<file path="src/rtl/ssp_arb_pkg.sv">
// Shared constants, state encoding and helpers for the SSP two-client arbiter.
package ssp_arb_pkg;

  localparam int DATA_W     = 8;
  localparam int N_CLIENTS  = 2;
  localparam int RD_LAT_MAX = 4;

  typedef enum logic [2:0] {
    IDLE    = 3'd0,
    WRITE   = 3'd1,
    READ    = 3'd2,
    RD_WAIT = 3'd3,
    RD_DONE = 3'd4
  } arb_state_e;

  // Increment that sticks at all-ones instead of wrapping.
  function automatic logic [15:0] sat_inc16(input logic [15:0] v);
    return (v == 16'hFFFF) ? v : (v + 16'd1);
  endfunction

endpackage

</file>
<file path="src/rtl/ssp_rr_pick.sv">
// Combinational 2-way round-robin picker: the eligible client after last_grant wins.
module ssp_rr_pick
  import ssp_arb_pkg::*;
(
  input  logic [N_CLIENTS-1:0] eligible,
  input  logic                 last_grant,
  output logic                 grant_valid,
  output logic                 grant_id
);

  // Rotate priority so the client served last is considered last.
  always_comb begin
    grant_valid = |eligible;
    grant_id    = 1'b0;
    if (last_grant) begin
      if (eligible[0]) begin
        grant_id = 1'b0;
      end else if (eligible[1]) begin
        grant_id = 1'b1;
      end else begin
        grant_id = 1'b0;
      end
    end else begin
      if (eligible[1]) begin
        grant_id = 1'b1;
      end else begin
        grant_id = 1'b0;
      end
    end
  end

endmodule

</file>
<file path="src/rtl/ssp_arbiter.sv">
// Two-client round-robin arbiter/sequencer driving single-cycle SSP bus strobes.
// Optional per-client completion counters are enabled by defining SSP_ARB_STATS_EN.
module ssp_arbiter #(
  parameter int DATA_W = ssp_arb_pkg::DATA_W,
  parameter int RD_LAT = 1
) (
  input  logic              PCLK,
  input  logic              CLEAR_B,
  input  logic [1:0]        wr_req,
  input  logic [2*DATA_W-1:0] wr_data,
  output logic [1:0]        wr_ack,
  input  logic [1:0]        rd_req,
  output logic [DATA_W-1:0] rd_data,
  output logic [1:0]        rd_valid,
  output logic              PSEL,
  output logic              PWRITE,
  output logic [DATA_W-1:0] PWDATA,
  input  logic [DATA_W-1:0] PRDATA,
  input  logic              SSPTXINTR,
  input  logic              SSPRXINTR
`ifdef SSP_ARB_STATS_EN
  ,
  output logic [31:0]       stat_wr_cnt,
  output logic [31:0]       stat_rd_cnt
`endif
);

  import ssp_arb_pkg::*;

  localparam int CNT_W = $clog2(RD_LAT_MAX);
  localparam logic [CNT_W-1:0] WAIT_LOAD = CNT_W'(RD_LAT - 1);

  arb_state_e           state_r;
  arb_state_e           state_s;
  logic [CNT_W-1:0]     wait_cnt_r;
  logic [CNT_W-1:0]     wait_cnt_s;
  logic                 last_grant_r;
  logic [N_CLIENTS-1:0] eligible_s;
  logic                 grant_valid_s;
  logic                 grant_id_s;
  logic                 grant_s;
  logic                 grant_wr_s;
  logic                 sample_s;
  logic [DATA_W-1:0]    grant_byte_s;
  logic                 psel_s;
  logic                 pwrite_s;
  logic [1:0]           wr_ack_s;
  logic [1:0]           rd_valid_s;
  logic                 rx_full_unused_s;

  // RxFIFO-full is status only; reads are never masked by it.
  assign rx_full_unused_s = SSPRXINTR;

  assign eligible_s = (wr_req & {N_CLIENTS{~SSPTXINTR}}) | rd_req;

  ssp_rr_pick u_pick (
    .eligible    (eligible_s),
    .last_grant  (last_grant_r),
    .grant_valid (grant_valid_s),
    .grant_id    (grant_id_s)
  );

  // Next-state logic; requests are only looked at in IDLE.
  always_comb begin
    state_s    = state_r;
    wait_cnt_s = wait_cnt_r;
    grant_s    = 1'b0;
    grant_wr_s = 1'b0;
    sample_s   = 1'b0;
    case (state_r)
      IDLE: begin
        if (grant_valid_s) begin
          grant_s    = 1'b1;
          grant_wr_s = wr_req[grant_id_s] & ~SSPTXINTR;
          if (grant_wr_s) begin
            state_s = WRITE;
          end else begin
            state_s = READ;
          end
        end else begin
          state_s = IDLE;
        end
      end
      WRITE: begin
        state_s = IDLE;
      end
      READ: begin
        state_s    = RD_WAIT;
        wait_cnt_s = WAIT_LOAD;
      end
      RD_WAIT: begin
        if (wait_cnt_r == {CNT_W{1'b0}}) begin
          sample_s = 1'b1;
          state_s  = RD_DONE;
        end else begin
          wait_cnt_s = wait_cnt_r - CNT_W'(1);
          state_s    = RD_WAIT;
        end
      end
      RD_DONE: begin
        state_s = IDLE;
      end
      default: begin
        state_s = IDLE;
      end
    endcase
  end

  // Output values for the upcoming cycle, registered below.
  always_comb begin
    psel_s     = (state_s == WRITE) || (state_s == READ);
    pwrite_s   = (state_s == WRITE);
    wr_ack_s   = 2'b00;
    rd_valid_s = 2'b00;
    if (state_s == WRITE) begin
      wr_ack_s[grant_id_s] = 1'b1;
    end else begin
      wr_ack_s = 2'b00;
    end
    if (state_s == RD_DONE) begin
      rd_valid_s[last_grant_r] = 1'b1;
    end else begin
      rd_valid_s = 2'b00;
    end
    if (grant_id_s) begin
      grant_byte_s = wr_data[2*DATA_W-1:DATA_W];
    end else begin
      grant_byte_s = wr_data[DATA_W-1:0];
    end
  end

  // State, grant history and registered bus/client outputs.
  always_ff @(posedge PCLK or negedge CLEAR_B) begin
    if (!CLEAR_B) begin
      state_r      <= IDLE;
      wait_cnt_r   <= {CNT_W{1'b0}};
      last_grant_r <= 1'b1;
      PSEL         <= 1'b0;
      PWRITE       <= 1'b0;
      PWDATA       <= {DATA_W{1'b0}};
      wr_ack       <= 2'b00;
      rd_valid     <= 2'b00;
      rd_data      <= {DATA_W{1'b0}};
    end else begin
      state_r    <= state_s;
      wait_cnt_r <= wait_cnt_s;
      if (grant_s) begin
        last_grant_r <= grant_id_s;
      end
      // The write byte is captured at the grant edge so a dropped request still completes.
      if (grant_wr_s) begin
        PWDATA <= grant_byte_s;
      end
      PSEL     <= psel_s;
      PWRITE   <= pwrite_s;
      wr_ack   <= wr_ack_s;
      rd_valid <= rd_valid_s;
      if (sample_s) begin
        rd_data <= PRDATA;
      end
    end
  end

`ifdef SSP_ARB_STATS_EN
  // Per-client saturating counters of completed writes and reads.
  always_ff @(posedge PCLK or negedge CLEAR_B) begin
    if (!CLEAR_B) begin
      stat_wr_cnt <= 32'h0000_0000;
      stat_rd_cnt <= 32'h0000_0000;
    end else begin
      for (int i = 0; i < N_CLIENTS; i++) begin
        if (wr_ack[i]) begin
          stat_wr_cnt[16*i +: 16] <= sat_inc16(stat_wr_cnt[16*i +: 16]);
        end
        if (rd_valid[i]) begin
          stat_rd_cnt[16*i +: 16] <= sat_inc16(stat_rd_cnt[16*i +: 16]);
        end
      end
    end
  end
`endif

endmodule

</file>
<file path="config.mk">
export PLATFORM = sky130hd
export DESIGN_NAME = ssp_arbiter
export DESIGN_NICKNAME = d
export VERILOG_FILES = /design/src/rtl/ssp_arb_pkg.sv /design/src/rtl/ssp_rr_pick.sv /design/src/rtl/ssp_arbiter.sv
export SDC_FILE = /design/constraint.sdc
export NUM_CORES = 1
export LEC_CHECK = 0
export CORE_MARGIN = 1.5
export CORE_UTILIZATION = 30
export CTS_BUF_LIST = sky130_fd_sc_hd__clkbuf_8
export DETAILED_ROUTE_END_ITERATION = 8
export GPL_TIMING_DRIVEN = 0
export PLACE_DENSITY_LB_ADDON = 0.08
export SYNTH_ARGS = -nofsm -noshare
export SYNTH_HDL_FRONTEND = slang
export SYNTH_SLANG_ARGS = --single-unit
</file>
<file path="constraint.sdc">
create_clock -name PCLK -period 1.7 [get_ports PCLK]
set_clock_uncertainty 0.1 [all_clocks]
set_input_delay 0.425 -clock PCLK [delete_from_list [all_inputs] [get_ports PCLK]]
set_output_delay 0.425 -clock PCLK [all_outputs]
set_load 0.01 [all_outputs]
</file>
# Yosys cells after proc, flatten, opt, wreduce, memory -nomap -nowiden
# Cells that the tools add are included.
# word_totals
reg_bits	28
latchBits	0
mem_bits_rw	0
romBits	0
in_bits	32
out_inout_bits	22
n_memories	0
# op_classes
n_addsub	1
n_mul	0
div	0
magnitude_cmp	4
n_eq_ne	6
shifts	0
n_mux	24
n_bitwise	4
n_reduce_logical	8
# op_table
operator	n
$mux W1	13
$eq A3 B2 Y1 const B	3
$pmux W3 S3	1
$mux W2	4
$mux W8	1
$mux W3	2
$lt A1 B2 Y1 const B	2
$pmux W2 S2	1
$eq A3 B1 Y1 const B	1
$eq A3 B3 Y1 const B	1
$logic_not A3 Y1	1
$and A2 B2 Y2	1
$demux W1 S1	2
$ge A1 B1 Y1 const B	2
$logic_and A1 B1 Y1	2
$logic_not A2 Y1	1
$ne A2 B2 Y1 const B	1
$or A2 B2 Y2	1
$reduce_and A2 Y1	1
$reduce_bool A2 Y1	1
$reduce_or A2 Y1	1
$sub A2 B1 Y2 const B	1
$and A1 B1 Y1	1
$logic_or A1 B1 Y1	1
$not A1 Y1	1

# Logic depth before layout (Yosys ltp)
# Gate-level depths: netlist (run 1).
# depth
depth_word	14
depth_mapped	6

# Modules after synthesis
# A second synthesis (run 1) with hierarchy kept.
# hier_totals
cells_unflattened	87
area_unflattened_um2	1232.4
# by_module_without_submodules
mod	n_inst	cells_each	area_per_inst_um2	seq_area_each_um2
ssp_arbiter	1	85	1218.7	701.9
ssp_rr_pick	1	2	13.8	0.0

# Least setup slack after synthesis (run 1)
# Ideal clock, no wire load.
# synth_timing
path_type	input port to flip-flop
start	in rd_req[0]
end	reg PWDATA[1]
setup_time_ns	0.125
t_arrival_ns	1.583
path_slack_ns	-0.108
cell_stages	5
cell_sequence	clkbuf_1 > a31o_2 > nor3b_4 > buf_6 > mux2_4
# synth_between
elab_chain_cells	8
# synth_lines
element	line_no	source
start, declared	ssp_arbiter.sv:12	input logic [1:0] rd_req,
$or A2 B2 Y2 *	ssp_arbiter.sv:54	assign eligible_s = (wr_req & {N_CLIENTS{~SSPTXINTR}}) | rd_req;
$mux W1	ssp_rr_pick.sv:16	if (eligible[0]) begin
$mux W1	ssp_rr_pick.sv:15	if (last_grant) begin
$mux W1 (not written as such) (2 in a row)	ssp_arbiter.sv:74	grant_wr_s = wr_req[grant_id_s] & ~SSPTXINTR;
$and A1 B1 Y1	ssp_arbiter.sv:74	
$mux W1	ssp_arbiter.sv:72	if (grant_valid_s) begin
$mux W1	ssp_arbiter.sv:70	case (state_r)
end signal, assigned	ssp_arbiter.sv:140	PWDATA <= {DATA_W{1'b0}};
end signal, assigned	ssp_arbiter.sv:152	PWDATA <= grant_byte_s;
end, declared	ssp_arbiter.sv:17	output logic [DATA_W-1:0] PWDATA,
# Mark *: on every way between the ends. The rest lies on a longest branch, timed or not. The select of a mux whose other input is x is not followed.
# A chain may end at the register's enable or synchronous reset.

# Worst setup path in the final report (run 1)
# layout_timing
start	in SSPTXINTR
end	reg PWDATA[6]
# layout_between
elab_chain_cells	11
# layout_lines
element	line_no	source
start, declared	ssp_arbiter.sv:19	input logic SSPTXINTR,
$not A1 Y1 *	ssp_arbiter.sv:54, ssp_arbiter.sv:74	
$and A2 B2 Y2	ssp_arbiter.sv:54	
$or A2 B2 Y2	ssp_arbiter.sv:54	
$mux W1	ssp_rr_pick.sv:18, ssp_rr_pick.sv:24	
$mux W1	ssp_rr_pick.sv:16	
$mux W1	ssp_rr_pick.sv:15	
$mux W1 (not written as such) (2 in a row)	ssp_arbiter.sv:74	
$and A1 B1 Y1	ssp_arbiter.sv:74	
$mux W1	ssp_arbiter.sv:72	
$mux W1	ssp_arbiter.sv:70	
# Marked as above.

==> results of run 1 <==
[metrics by stage]
stage               cell area [um2]  util [%]  total power [W]  std cells
global placement               2040      45.6          0.00253        229
global route                   2200      49.3          0.00318        242
finish                         2200      49.3          0.00297        242
CTS                            2150      48.0          0.00296        240
detailed placement             2040      45.6          0.00256        229
floorplan                      1450         -          0.00187        125
[critical path, stage by stage]
cell and delay, ps:
dlygate4sd2_1 310, o21bai_4 220, a21boi_4 160, nor3b_4 220, buf_6 190, mux2_4 310
[power by group]
group	switching (W)	total [W]	internal, W
combinational	0.000616	0.00151	0.000895
sequential	0.000147	0.00110	0.000948
clock	0.000197	0.000359	0.000162
total	0.000961	0.00297	0.00200
[path summary, 6_finish.rpt]
check	startpoint	end	slack, ps	depth (start not counted)
worst max-delay path	SSPTXINTR	PWDATA[6]	-70	6
worst min-delay path	CLEAR_B	rd_data[6]	60	1
worst max register to register	state_r[1]	PWDATA[6]	-40	5
worst min register to register	rd_data[4]	rd_data[4]	410	1
max in group asynchronous	CLEAR_B	wait_cnt_r[0]	1030	1
min in group PCLK	rd_data[4]	rd_data[4]	410	1
[cell usage after synthesis]
master,n
and2_1,1
nor2_1,6
a21boi_4,1
a22o_1,1
dfstp_2,1
nand3_1,1
o21a_1,1
dfrtp_1,27
clkbuf_2,1
o2bb2ai_1,1
buf_6,1
mux2_4,6
nor2b_1,3
o211ai_1,16
a21oi_1,1
o21bai_1,1
nor3_2,1
buf_2,3
o31ai_1,1
or3b_2,8
mux2_2,10
o21ai_0,10
clkbuf_1,3
nand2b_1,4
a221oi_1,1
nand2_1,5
nor3_1,1
ha_1,1
nor3b_4,1
inv_1,6
a31o_2,1
[kinds of logic after synthesis]
logic type               after synthesis  synth area share, %
AO/OA/AOI/OAI                         35                 17.5
adder cells (fa/ha/maj)                1                0.872
buffers and inverters                 14                 4.54
flip-flops                            28                 49.0
multiplexers                          16                 14.1
AND/OR/NAND/NOR                       31                 14.0
[flip-flops by register name, summed over array words and instances, names as in the netlist]
name / cells
PSEL: 1
PWDATA: 8
rd_valid: 2
rd_data: 8
wait_cnt_r: 2
PWRITE: 1
state_r: 3
last_grant_r: 1
wr_ack: 2
[layer usage]
metal	track usage (%)	vias up
met3	3.47	2
met4	3.14	0
met5	0	-
li1	-	580
met1	19.2	596
met2	27.1	39
[cell type report]
cell class | count | area [um2]
multi-input combinational | 83 | 713
fill | 401 | 2270
buffer | 8 | 63.8
clock inverter | 1 | 3.75
sequential | 28 | 702
timing repair buffer | 61 | 593
tap | 52 | 65.1
inverter | 6 | 22.5
clock buffer | 3 | 41.3
[repair_timing]
action | CTS | global route
setup endpoints to repair | 51 | 29
hold endpoints to repair | 0 | 0
gates resized for setup | 25 | 17
setup buffers | 7 | 2
pin swaps | 3 | 2
==> results.ini, run 1 <==
[status]
status = finished with violations
violations = setup timing

[synthesis]
yosysSeqAreaShare_pct = 49.0
yosys_warnings = 0
synth_top_cell_area_share_pct = 47.1
avgSynthCellArea_um2 = 11.5
netlist-cell-type-count = 31
mappedNetlistArea_mm2 = 0.00143
ys_ff_latch = 28
syn_nets = 158
syn_inst = 125
synth_area_leader_cell = dfrtp_1
synth_area_leaders = dfrtp_1 47%, o211ai_1 8.4%, mux2_2 7.9%

[clocking]
worstSkewPairLatency_ps = 260
cts_max_level = 1
cts_root_buffer = clkbuf_8
cts.sinks = 28
clkTransAtPathRegs_ps = 90
clockBufferDepth = 2
cts_hold_buf = 0
cts_tree = yes
cts-buffers-inserted = 3

[finish]
drive_gt1_share_pct = 27.9
finalNetCount = 224
synthToLayoutAreaGrowth_pct = 53.8
layout_common_cells = 27 x dfrtp_1, 25 x clkdlybuf4s50_1, 16 x o211ai_1
diodes = 0
final_common_cell = dfrtp_1

[setup_path]
crit_path_start_kind = primary input
cp-end-kind = flop
path_class = in -> reg
critPathArrivalTime_ps = 1830
timing.critical_path.fanout_max = 7
worstPathRequired_ps = 1760

[floorplanning]
io_pins = 54
die-area_mm2 = 0.00520
coreArea_mm2 = 0.00447
row_count = 24
die_w_um = 72.1
die_y_um = 72.1
start_util_pct = 32.0

[grt]
grt_pass1_vias = 1273
grt_pass1_wl_um = 6190
grt_max_degree = 29
gr-total-overflow = 0
antenna_found_initial = 0
grt_use_total_pct = 15.3

[routing]
m1WireLength_um = 1690
drc = 0
dr_wl_met2_um = 1870
drt_iter0_markers = 40
firstDrtPassIters = 4
viasPerCell = 5.03
antenna_left = 0
routed_wl_um = 3790
wl_met3_um = 217
highest_layer = met4
wl_per_cell_um = 15.7
vias = 1217

[timing]
holdWs_ps = 60.9
finalSetupTns_ps = -427
fmax_mhz = 566
relSlewSlack_pct = 58.1
final-hold-violation-count = 0
tightestPinTransition_ps = 629
rsz0062_at_grt = true
worst_slack_ps = -67.4
drv_slew = 0
finalCriticalPeriod_ps = 1770
setup-violations-final = 8
post-route-period-util_pct = 104

[power]
powerDensity_mw_per_mm2 = 1350
p_leak_nw = 1.08
irDropWorstVdd_mv = 0.537

[placement]
place.gp.congestion = 0.862
place_ws_ps = -739
hpwl_um = 2630
io_buffers = 52

[job]
drv_cap = 0

[worst_hold_path]
min-delay-path-class = in -> async

Note: power is estimated with default switching activity, not from simulation.
==> run 2, diff against run 1 <==
--- a/config.mk
+++ b/config.mk
@@ -5,6 +5,7 @@
 export SDC_FILE = /design/constraint.sdc
 export NUM_CORES = 1
 export LEC_CHECK = 0
+export CAP_MARGIN = 20
 export CORE_MARGIN = 1.5
 export CORE_UTILIZATION = 30
 export CTS_BUF_LIST = sky130_fd_sc_hd__clkbuf_8
==> run 2 against run 1 <==
Effect of this change: the run still ends with setup timing left; worst hold slack improved by 280 ps; largest cell class unchanged; final area increased by 0.68%; sequential share of layout area decreased by 0.16 points; flip-flop and latch count did not move; setup slack better by 5.9 ps; clock power up 14%.
==> results.ini, run 2 (synthesis gave the netlist of run 1 again) <==
[clocking]
clockBufferDepth = 2  ; unchanged
cts-buffers-inserted = 3  ; unchanged
cts.sinks = 28  ; unchanged
cts_root_buffer = clkbuf_8
cts_tree = yes
worstSkewPairLatency_ps = 270  ; about the same
clkTransAtPathRegs_ps = 90  ; about the same
cts_max_level = 1  ; unchanged

[grt]
grt_pass1_wl_um = 6380  ; +3.0%
grt_pass1_vias = 1340  ; +5.3%
antenna_found_initial = 0  ; unchanged
grt_max_degree = 21  ; -28%
grt_use_total_pct = 15.9  ; +0.59 points
gr-total-overflow = 0  ; unchanged

[floorplanning]
start_util_pct = 32.0  ; unchanged
die_w_um = 72.1  ; unchanged
row_count = 24  ; unchanged
die-area_mm2 = 0.00520  ; unchanged
io_pins = 54  ; unchanged
coreArea_mm2 = 0.00447  ; unchanged
die_y_um = 72.1  ; unchanged

[routing]
wl_per_cell_um = 16.5  ; +5.3%
drc = 0  ; unchanged
antenna_left = 0  ; unchanged
routed_wl_um = 4010  ; +5.8%
viasPerCell = 5.20  ; +3.4%
vias = 1264  ; +3.9%
firstDrtPassIters = 4  ; unchanged
drt_iter0_markers = 66  ; +65%

[setup_path]
r2r_end = PWDATA[6]
crit_start = SSPTXINTR
ff2ff_path_depth = 5  ; unchanged
crit_path_start_kind = primary input
path_class = in -> reg
r2r-start = state_r[0]
critPathArrivalTime_ps = 1830  ; about the same
reg2reg_setup_slack_ps = -50  ; about the same
cp-end-kind = flop
worstPathRequired_ps = 1770  ; about the same
timing.critical_path.fanout_max = 7  ; unchanged

[power]
powerDensity_mw_per_mm2 = 1360  ; +1.0%
power_frac_clock_pct = 13.6  ; +1.5 points
internal_power_w = 0.00202  ; +1.0%
irDropWorstVdd_mv = 0.546  ; +1.5%
swShare_pct = 32.9  ; +0.46 points
pwr-share-comb_pct = 49.9  ; -1.1 points
power.switching_w = 0.000991  ; +3.1%
p_leak_nw = 1.05  ; -3.0%
pwr-share-seq_pct = 36.5  ; -0.4 points

[placement]
hpwl_um = 2710  ; +3.1%
place.gp.congestion = 0.862  ; unchanged
placed_area_mm2 = 0.00205  ; +0.74%
io_buffers = 52  ; unchanged

[finish]
synthToLayoutAreaGrowth_pct = 54.8
finalNetCount = 225  ; +0.45%
diodes = 0  ; unchanged
layout_common_cells = 26 x dfrtp_1, 26 x clkdlybuf4s50_1, 17 x dlygate4sd2_1
drive_gt1_share_pct = 27.7  ; -0.15 points
fillCellCount = 401  ; unchanged
final_util_pct = 49.6  ; +0.34 points
fin_area_mm2 = 0.00222  ; +0.68%
largestRegisters = PWDATA x8, rd_data x8, state_r x3

[timing]
tightestPinTransition_ps = 494  ; -135 ps
finalCriticalPeriod_ps = 1760  ; -5.93 ps
final-hold-violation-count = 0  ; unchanged
rsz0062_at_grt = true
setup-violations-final = 8  ; unchanged
drv_slew = 0  ; unchanged
worst_slack_ps = -61.4  ; +5.93 ps
post-route-period-util_pct = 104  ; -0.35 points
relSlewSlack_pct = 67.1  ; +9.0 points
fmax_mhz = 568  ; +0.34%

[job]
drv_cap = 0  ; unchanged

[status]
violations = setup timing
status = finished with violations

[worst_hold_path]
min-delay-path-class = in -> async

run 2: worst max-delay path by stage:
| stage | depth (start not counted) | endpoint | slack [ps] |
|---|---|---|---|
| finish | 6 | PWDATA[6] | -60 |
| global route | 5 | PWDATA[3] | -150 |
| CTS | 5 | PWDATA[3] | -40 |
| detailed placement | 6 | PWDATA[1] | -740 |
| global placement | 6 | PWDATA[5] | -730 |
| floorplan | 5 | PWDATA[1] | -3 |
run 2: repair_timing:
| action | CTS | global route |
|---|---|---|
| resized for setup | 30 | 12 |
| setup buffers | 9 | 0 |
| setup endpoints to repair | 28 | 25 |
| hold buffers | 0 | 0 |
| pin swaps | 3 | 1 |
run 2: worst max-delay path: stages:
cell and delay [ps]:
clkdlybuf4s15_1 280, o21bai_4 240, a21boi_4 160, nor3b_4 220, buf_6 180, mux2_4 310
run 2: per-layer routing:
| layer | vias up | share of wire [%] | global-route usage, % |
|---|---|---|---|
| met4 | 0 | 1.5 | 5.03 |
| li1 | 585 | - | - |
| met2 | 49 | 51 | 28.3 |
| met3 | 6 | 5.9 | 3.89 |
| met1 | 624 | 42 | 18.9 |
| met5 | - | 0 | 0 |
run 2: power by group through the flow:
stage          Sequential [W]  Clock, W  Combinational [W]
2_1_floorplan         0.00122         0           0.000652
3_3_place_gp          0.00112         0            0.00141
3_5_place_dp          0.00113         0            0.00144
4_1_cts               0.00110  0.000429            0.00149
5_1_grt               0.00114  0.000465            0.00162
6_report              0.00110  0.000411            0.00150
run 2: area by class of cell:
class	count	area, um2	share of cell area (%)
sequential	28	703	31.7
clock buffer	4	55.1	2.48
buffer	8	63.8	2.87
tap	52	65.1	2.93
inverter	6	22.5	1.01
timing repair buffer	62	599	27.0
multi-input combinational	83	711	32.0
run 2: per-stage QoR:
step	instances	total power (W)	hold slack (ps)	TNS (ps)	setup slack, ps
after floorplan	125	0.00187	29.4	-19.1	-3.18
after global placement	229	0.00253	384	-16450	-727
after detailed placement	230	0.00257	395	-8500	-742
after CTS	243	0.00301	354	-239	-43.3
after global routing	243	0.00322	361	-1240	-147
final	243	0.00302	343	-388	-61.4
==> run 3, diff against run 2 <==
--- a/config.mk
+++ b/config.mk
@@ -7,10 +7,11 @@
 export LEC_CHECK = 0
 export CAP_MARGIN = 20
 export CORE_MARGIN = 1.5
-export CORE_UTILIZATION = 30
+export CORE_UTILIZATION = 29
 export CTS_BUF_LIST = sky130_fd_sc_hd__clkbuf_8
 export DETAILED_ROUTE_END_ITERATION = 8
 export GPL_TIMING_DRIVEN = 0
+export HOLD_SLACK_MARGIN = 0.15
 export PLACE_DENSITY_LB_ADDON = 0.08
 export SYNTH_ARGS = -nofsm -noshare
 export SYNTH_HDL_FRONTEND = slang
==> constraint.sdc (replaced) <==
create_clock -name PCLK -period 1.4 [get_ports PCLK]
set_clock_uncertainty 0.1 [all_clocks]
set_input_delay 0.35 -clock PCLK [delete_from_list [all_inputs] [get_ports PCLK]]
set_output_delay 0.35 -clock PCLK [all_outputs]
set_load 0.01 [all_outputs]
==> run 3 against run 2 <==
Effect of this change: the run still ends with setup timing left; sequential share of layout area shrank 2.2 points; setup slack lost 290 ps; via count up 3.5%; first-iteration DRC count is 6.1% lower; die area up 3.3%; count of clock-buffer cells in the layout fell by 1; highest routed layer unchanged; critical path depth fell by 1; clock power rose by 12%; final area is 7.6% higher.
==> results.ini, run 3 (synthesis gave the netlist of run 1 again) <==
[grt]
antenna_found_initial = 0  ; unchanged
grt_pass1_vias = 1419  ; +5.9%
grt_pass1_wl_um = 6560  ; +2.9%
gr-total-overflow = 0  ; unchanged
grt_use_total_pct = 16.1  ; +0.15 points
grt_max_degree = 16  ; -24%

[status]
violations = setup timing
status = finished with violations

[floorplanning]
die_y_um = 73.3  ; +1.6%
row_count = 25  ; +4.2%
io_pins = 54  ; unchanged
die-area_mm2 = 0.00538  ; +3.3%
start_util_pct = 30.2  ; -1.9 points
die_w_um = 73.3  ; +1.6%
coreArea_mm2 = 0.00475  ; +6.3%

[clocking]
cts_hold_buf = 0  ; unchanged
cts_max_level = 1  ; unchanged
clockBufferDepth = 2  ; unchanged
cts-buffers-inserted = 3  ; unchanged
clkTransAtPathRegs_ps = 100  ; about the same
cts_tree = yes
worstSkewPairLatency_ps = 270  ; about the same
cts_root_buffer = clkbuf_8
cts.sinks = 28  ; unchanged

[timing]
drv_slew = 0  ; unchanged
holdWs_ps = 399  ; +55.7 ps
finalCriticalPeriod_ps = 1750
post-route-period-util_pct = 125
setup-violations-final = 17  ; +9
tightestPinTransition_ps = 734  ; +240 ps
worst_slack_ps = -354  ; -292 ps
relSlewSlack_pct = 50.9  ; -16 points
final-hold-violation-count = 0  ; unchanged
rsz0062_at_grt = true
fmax_mhz = 570

[routing]
drc = 0  ; unchanged
firstDrtPassIters = 4  ; unchanged
vias = 1308  ; +3.5%
antenna_left = 0  ; unchanged
wl_per_cell_um = 14.7  ; -11%
drt_iter0_markers = 62  ; -6.1%
viasPerCell = 4.76  ; -8.6%
routed_wl_um = 4050  ; +0.92%

[power]
p_leak_nw = 1.03  ; -1.2%
powerDensity_mw_per_mm2 = 1700  ; +25%
irDropWorstVdd_mv = 0.832  ; +52%

[setup_path]
cp_cell_sequence = nor3_4 > a21boi_4 > nor3b_4 > buf_6 > mux2_4
reg2reg_setup_slack_ps = -350  ; -300 ps
critical_path.max_stage_delay_ps = 440  ; +130 ps
cp-endpoint = PWDATA[6]
timing.critical_path.fanout_max = 7  ; unchanged
ff2ff_path_depth = 5  ; unchanged
crit_start = state_r[0]
crit_path_start_kind = flop
cp-end-kind = flop
critical_path.slowest_cell = dfrtp_2
r2r_end = PWDATA[6]
r2r-start = state_r[0]
critPathArrivalTime_ps = 1820  ; about the same
path_class = reg -> reg
worstPathRequired_ps = 1470  ; -300 ps

[worst_hold_path]
min-delay-path-class = in -> async

[finish]
fin_area_mm2 = 0.00239  ; +7.6%
largestRegisters = PWDATA x8, rd_data x8, state_r x3
drive_gt1_share_pct = 37.5  ; +9.8 points
diodes = 0  ; unchanged
synthToLayoutAreaGrowth_pct = 66.6
layout_common_cells = 26 x dfrtp_1, 25 x clkdlybuf4s50_1, 24 x buf_4
final_common_cell = dfrtp_1
fillCellCount = 468  ; +17%
finalNetCount = 242  ; +7.6%

[placement]
placed_area_mm2 = 0.00207  ; +0.61%
io_buffers = 52  ; unchanged
hpwl_um = 2700  ; -0.36%
place.gp.congestion = 0.749  ; -13%

[job]
drv_cap = 0  ; unchanged

[run 3: layer usage]
layer	track usage, %	share of wire (%)	vias up
met5	0	0	-
met4	7.00	1.6	0
met3	2.06	4.6	8
met2	30.0	53	44
met1	18.1	40	637
li1	-	-	619
[run 3: report_power, final]
group	switching, W	total (W)	leakage [nW]	internal, W
registers	0.000195	0.00135	0.347	0.00115
logic	0.000863	0.00226	0.661	0.00139
clock network	0.000262	0.000459	0.0269	0.000197
total	0.00132	0.00406	1.03	0.00274
[run 3: worst min path at each step]
stage	depth (start not counted)	end	start	slack (ps)
detailed placement	1	rd_data[5]	rd_data[5]	390
finish	1	PWDATA[4]	CLEAR_B	400
floorplan	0	PSEL	CLEAR_B	-50
global route	1	rd_data[5]	rd_data[5]	440
global placement	1	state_r[1]	state_r[2]	390
CTS	1	rd_data[5]	rd_data[5]	410
[run 3: what timing repair did]
item	CTS	global route
setup buffers	14	11
setup endpoints to repair	43	34
gates cloned	1	0
pin swaps	5	3
resized for setup	60	21
hold endpoints to repair	0	0
[run 3: worst max-delay path, delay by kind of cell (launching register included)]
kind	cells	cell delay (ps)
flip-flops	1	440
AND/OR/NAND/NOR	2	410
multiplexers	1	300
AO/OA/AOI/OAI	1	200
buffers and inverters	1	180
[run 3: per-stage QoR]
stage | utilization, % | power (W) | TNS, ps | std cells | setup slack (ps)
floorplan | - | 0.00228 | -2390 | 125 | -303
CTS | 48.0 | 0.00379 | -3820 | 264 | -348
global route | 50.2 | 0.00433 | -5210 | 275 | -439
detailed placement | 43.4 | 0.00313 | -14780 | 245 | -970
global placement | 43.1 | 0.00308 | -28540 | 244 | -939
finish | 50.2 | 0.00406 | -3690 | 275 | -354
[run 3: layout make-up]
| class | count | area (um2) | area share (%) |
|---|---|---|---|
| buffer | 8 | 68.8 | 2.88 |
| clock buffer | 3 | 41.3 | 1.73 |
| clock inverter | 1 | 3.75 | 0.157 |
| inverter | 6 | 25.0 | 1.05 |
| multi-input combinational | 83 | 736 | 30.8 |
| sequential | 28 | 703 | 29.4 |
| tap | 67 | 83.8 | 3.51 |
| timing repair buffer | 79 | 727 | 30.4 |
